### src/rtl/cache_pkg.sv
// Shared constants and types for the cache slice; values reflect the default
// 4-way, 16-line, 256-word configuration.
package cache_pkg;

    localparam int DEF_WAYS       = 4;
    localparam int DEF_TOTAL_SIZE = 16;
    localparam int DEF_RAM_DEPTH  = 256;

    localparam int SETS    = DEF_TOTAL_SIZE / DEF_WAYS;
    localparam int INDEX_W = $clog2(SETS);
    localparam int WAY_W   = $clog2(DEF_WAYS);
    localparam int TAG_W   = $clog2(DEF_RAM_DEPTH) - INDEX_W;

    // One age per way, way 0 in the least-significant slot; age 0 is MRU.
    typedef logic [DEF_WAYS-1:0][WAY_W-1:0] age_vec_t;

endpackage

### src/rtl/cache_lru_set.sv
// Next-state logic for one set's age vector: the touched way becomes age 0 and
// every way younger than its old age moves one step older.
module cache_lru_set #(
    parameter int WAYS  = 4,
    parameter int WAY_W = $clog2(WAYS)
) (
    input  logic [WAYS*WAY_W-1:0] age,
    input  logic                  upd,
    input  logic [WAY_W-1:0]      way,
    output logic [WAYS*WAY_W-1:0] age_nxt
);

    logic [WAY_W-1:0] old_age;

    always_comb begin
        old_age = age[int'(way)*WAY_W +: WAY_W];
        age_nxt = age;
        if (upd) begin
            for (int i = 0; i < WAYS; i++) begin
                if (WAY_W'(i) == way) begin
                    age_nxt[i*WAY_W +: WAY_W] = '0;
                end else if (age[i*WAY_W +: WAY_W] < old_age) begin
                    // Cannot wrap: anything below old_age is at most WAYS-2.
                    age_nxt[i*WAY_W +: WAY_W] = age[i*WAY_W +: WAY_W] + 1'b1;
                end
            end
        end
    end

endmodule

### src/rtl/cache_lru.sv
// True-LRU replacement state for a set-associative cache: per-set age
// permutations, updated on committed accesses, with combinational LRU/MRU lookup.
module cache_lru
    import cache_pkg::*;
#(
    parameter int WAYS       = DEF_WAYS,
    parameter int TOTAL_SIZE = DEF_TOTAL_SIZE,
    parameter int RAM_DEPTH  = DEF_RAM_DEPTH
) (
    input  logic                                  clk,
    input  logic                                  rst,
    input  logic                                  access_valid,
    input  logic [$clog2(TOTAL_SIZE/WAYS)-1:0]    access_set,
    input  logic [$clog2(WAYS)-1:0]               access_way,
    input  logic                                  flush,
    input  logic [$clog2(TOTAL_SIZE/WAYS)-1:0]    lookup_set,
    output logic [$clog2(WAYS)-1:0]               lru_way,
    output logic [$clog2(WAYS)-1:0]               mru_way
);

    localparam int N_SETS = TOTAL_SIZE / WAYS;
    localparam int IDX_W  = $clog2(N_SETS);
    localparam int AW     = $clog2(WAYS);

    if ((WAYS < 2) || ((WAYS & (WAYS - 1)) != 0)) begin : g_bad_ways
        $error("cache_lru: WAYS must be a power of two and at least 2");
    end
    if (RAM_DEPTH < TOTAL_SIZE) begin : g_bad_depth
        $error("cache_lru: RAM_DEPTH smaller than TOTAL_SIZE");
    end

    logic [WAYS*AW-1:0] age_q   [N_SETS];
    logic [WAYS*AW-1:0] age_nxt [N_SETS];
    logic [WAYS*AW-1:0] look_age;

    // Reset ordering: way i has age WAYS-1-i, so way 0 is LRU and way WAYS-1 is MRU.
    function automatic logic [WAYS*AW-1:0] reset_order();
        logic [WAYS*AW-1:0] v;
        v = '0;
        for (int i = 0; i < WAYS; i++) begin
            v[i*AW +: AW] = AW'(WAYS - 1 - i);
        end
        return v;
    endfunction

    for (genvar s = 0; s < N_SETS; s++) begin : g_set
        cache_lru_set #(.WAYS(WAYS), .WAY_W(AW)) u_set (
            .age     (age_q[s]),
            .upd     (access_valid && (access_set == IDX_W'(s))),
            .way     (access_way),
            .age_nxt (age_nxt[s])
        );
    end

    always_ff @(posedge clk or posedge rst) begin
        if (rst) begin
            for (int s = 0; s < N_SETS; s++) age_q[s] <= reset_order();
        end else if (flush) begin
            for (int s = 0; s < N_SETS; s++) age_q[s] <= reset_order();
        end else begin
            for (int s = 0; s < N_SETS; s++) age_q[s] <= age_nxt[s];
        end
    end

    assign look_age = age_q[lookup_set];

    always_comb begin
        lru_way = '0;
        mru_way = '0;
        for (int i = 0; i < WAYS; i++) begin
            if (look_age[i*AW +: AW] == AW'(WAYS - 1)) lru_way = AW'(i);
            if (look_age[i*AW +: AW] == '0)            mru_way = AW'(i);
        end
    end

endmodule

### config.mk
export PLATFORM = sky130hd
export DESIGN_NAME = cache_lru
export DESIGN_NICKNAME = d
export VERILOG_FILES = /design/src/rtl/cache_pkg.sv /design/src/rtl/cache_lru_set.sv /design/src/rtl/cache_lru.sv
export SDC_FILE = /design/constraint.sdc
export NUM_CORES = 1
export LEC_CHECK = 0
export ABC_AREA = 1
export CORE_ASPECT_RATIO = 0.9
export CORE_MARGIN = 2
export CORE_UTILIZATION = 63
export CTS_BUF_LIST = sky130_fd_sc_hd__clkbuf_16
export DETAILED_ROUTE_END_ITERATION = 10
export PLACE_DENSITY = 0.92
export SLEW_MARGIN = 30
export SYNTH_ARGS = -nofsm -noshare
export SYNTH_HDL_FRONTEND = slang
export SYNTH_SLANG_ARGS = --single-unit
### constraint.sdc
create_clock -name clk -period 3.5 [get_ports clk]
set_clock_uncertainty 0.15 [all_clocks]
set_input_delay 0.7 -clock clk [delete_from_list [all_inputs] [get_ports clk]]
set_output_delay 0.7 -clock clk [all_outputs]
set_load 0.01 [all_outputs]
==> results.json <==
{
  "die_area_um2": 4910,
  "vias": 2941,
  "cap_viol_max_count": 0,
  "cts_buffers": 5,
  "vdd_drop_max_mv": 0.548,
  "cp_max_fo": 13,
  "route.met3.wl_um": 508,
  "synth_cell_types": 24,
  "gp_congestion": 0.932,
  "hp-class": "flip-flop to flip-flop",
  "path_clk_slew_ns": 0.05,
  "rows": 22,
  "grt_pass1_vias": 2763,
  "dr.pass1.iters": 5,
  "r2r_start": "age_q[3]",
  "status": "finished, final reports clean",
  "die_w_um": 73.6,
  "drive_above_1_share": 0.0888,
  "min_to": "age_q[3]",
  "synth_top_area_cell": "nand2_1",
  "hold-path-cell-count": 2,
  "grt_max_degree": 21,
  "setup_viol": 0,
  "grtUsageTotal": 0.327,
  "rsz0062_at_grt": "false",
  "synthesis.nets": 478,
  "cts_setup_buffers": 0,
  "p_leak_uw": 0.00176,
  "insertedDiodeCount": 0,
  "crit_type": "primary input to output port",
  "routed_via_density": 5.64,
  "reg_top3": "age_q: 32 flops",
  "num_io_pins": 14,
  "worstMarginPinSlew_ns": 0.736,
  "wl_met1_um": 3030,
  "nFillCells": 312,
  "clk_path_buf_depth": 2,
  "synth_area_per_cell_um2": 6.08,
  "period_share": 0.901,
  "area_delta_synth_final_pct": 14.3,
  "powerDensity_nw_per_um2": 805,
  "cts_tree": "built",
  "hpwl_um": 5220,
  "finalSetupTns_ns": 0,
  "netlist_area_um2": 2750,
  "layout_min_cycle_time_ns": 3.15,
  "end_kind": "output port",
  "hp-start": "age_q[3]",
  "grt_pass1_wl_um": 12200,
  "io_buffers": 13,
  "routed_wirelength_um": 7130,
  "ff2ff_setup_slack_ns": 1.29,
  "drc": 0,
  "antenna_left": 0,
  "clock_tree.root_cell": "clkbuf_16",
  "finalHoldViolations": 0,
  "worstPathRequired_ns": 2.65,
  "cts_max_level": 2,
  "grt_remaining_overflow": 0,
  "routed.top_layer": "met4",
  "fp.coreArea_um2": 4130,
  "startpoint_type": "primary input",
  "clk_latency_ns": 0.28,
  "antenna_found_initial": 0,
  "routedWlPerCell_um": 13.7,
  "arrival_ns": 2.30,
  "routed-wl-met2_um": 3350,
  "ys_top_cells_by_area": "nand2_1 (27%), dfstp_2 (15%), dfrtp_1 (15%)",
  "regMostFlops": "age_q",
  "start_util": 0.665,
  "slew_violations": 0,
  "yosys.area.top_type_share": 0.270,
  "ys_seq_elements": 32,
  "largest_reg_flops": 32,
  "cts.sinks": 32,
  "synth-seq-area-share": 0.299,
  "die_h_um": 66.7,
  "ff_latch_area_um2": 821,
  "synth_warnings": 0,
  "multi_input_area_um2": 1650,
  "synth_flop_cell": "dfstp_2",
  "async_flop_share": 1.00,
  "fin_nets": 498,
  "rr_endpoint": "age_q[5]",
  "synth_edf_count": 0,
  "syn_inst": 452,
  "r2r_cells": 10,
  "hold_slack_ns": 0.338,
  "max_clock_freq_ghz": 0.317,
  "max_slew_margin": 0.510,
  "drtIter0Drc": 255
}
==> per-layer routing <==
metal | GRT usage | vias up
li1 | - | 1474
met1 | 0.415 | 1308
met2 | 0.536 | 131
met3 | 0.0605 | 28
met4 | 0.148 | 0
met5 | 0 | -
==> Yosys cell counts (3+ instances only) <==
cell type,number
nand3_1,34
xnor2_1,5
ha_1,16
a221oi_1,4
inv_1,55
dfrtp_1,16
nor2_1,32
dfstp_2,16
o22ai_1,4
a21oi_1,9
nand2_2,3
nor4_1,3
nand2_1,198
buf_2,7
o21ai_0,37
==> metrics by stage <==
step           worst slack [ns]  power [uW]   util  instances  instance area (um2)
4_1_cts                 0.00929        2520  0.760        521                 3140
2_1_floorplan              1.05        1690      -        452                 2750
3_5_place_dp             0.0276        2000  0.720        513                 2970
5_1_grt                   0.217        2790  0.761        521                 3140
6_report                  0.346        2530  0.761        521                 3140
3_3_place_gp             0.0802        1940  0.720        513                 2970
==> logic make-up after synthesis <==
family,count (synthesis),synth area share
compound gates,58,0.117
simple gates,273,0.397
xor+xnor,5,0.0159
flops,32,0.299
fa+ha+maj,16,0.0729
buf+inv,68,0.0993
==> report_power, final <==
group	internal [uW]	total, uW	switching [uW]
clock network	330	491	160
registers	609	872	264
logic	482	1170	685
==> worst max-delay path: stages <==
cell and delay [ns]:
dlymetal6s2s_1 0.21, buf_4 0.23, o21ai_0 0.10, a21oi_1 0.16, a21oi_1 0.07, nor2_1 0.17
nand2_1 0.07, nand2_1 0.06, clkdlybuf4s50_1 0.52
==> timing repair <==
item | CTS | global route
gates resized for setup | 0 | 3
setup endpoints to repair | 0 | 4
hold buffers | 0 | 0
==> area by class of cell <==
class	instances	area share
clock buffers	5	0.0398
clock inverters	3	0.0119
flip-flops and latches	32	0.261
well taps	48	0.0191
repair buffers	24	0.0733
multi-input cells	352	0.526
inverters	57	0.0681
==> how the worst max path moves through the flow <==
stage	depth (start not counted)	slack, ns	to	start
final	9	0.35	lru_way[0]	lookup_set[0]
after global routing	9	0.22	lru_way[0]	lookup_set[0]
after CTS	7	0.009	lru_way[0]	lookup_set[0]
after detailed placement	7	0.03	lru_way[0]	lookup_set[0]
after global placement	7	0.08	lru_way[0]	lookup_set[0]
after floorplan	7	1.05	lru_way[0]	lookup_set[0]
==> placed cells by master, fill, tap and decap left out, types with 3 or more instances in the layout <==
master,Yosys,final
a21oi_1,9,9
a221oi_1,4,4
buf_4,2,10
clkbuf_16,0,5
clkdlybuf4s50_1,0,11
dfrtp_1,16,16
dfstp_2,16,16
ha_1,16,16
inv_1,55,54
inv_2,2,3
nand2_1,198,198
nand2_2,3,3
nand3_1,34,34
nor2_1,32,32
nor4_1,3,3
o21ai_0,37,37
o22ai_1,4,4
xnor2_1,5,5
No activity file was read; power rests on OpenSTA's default activity.
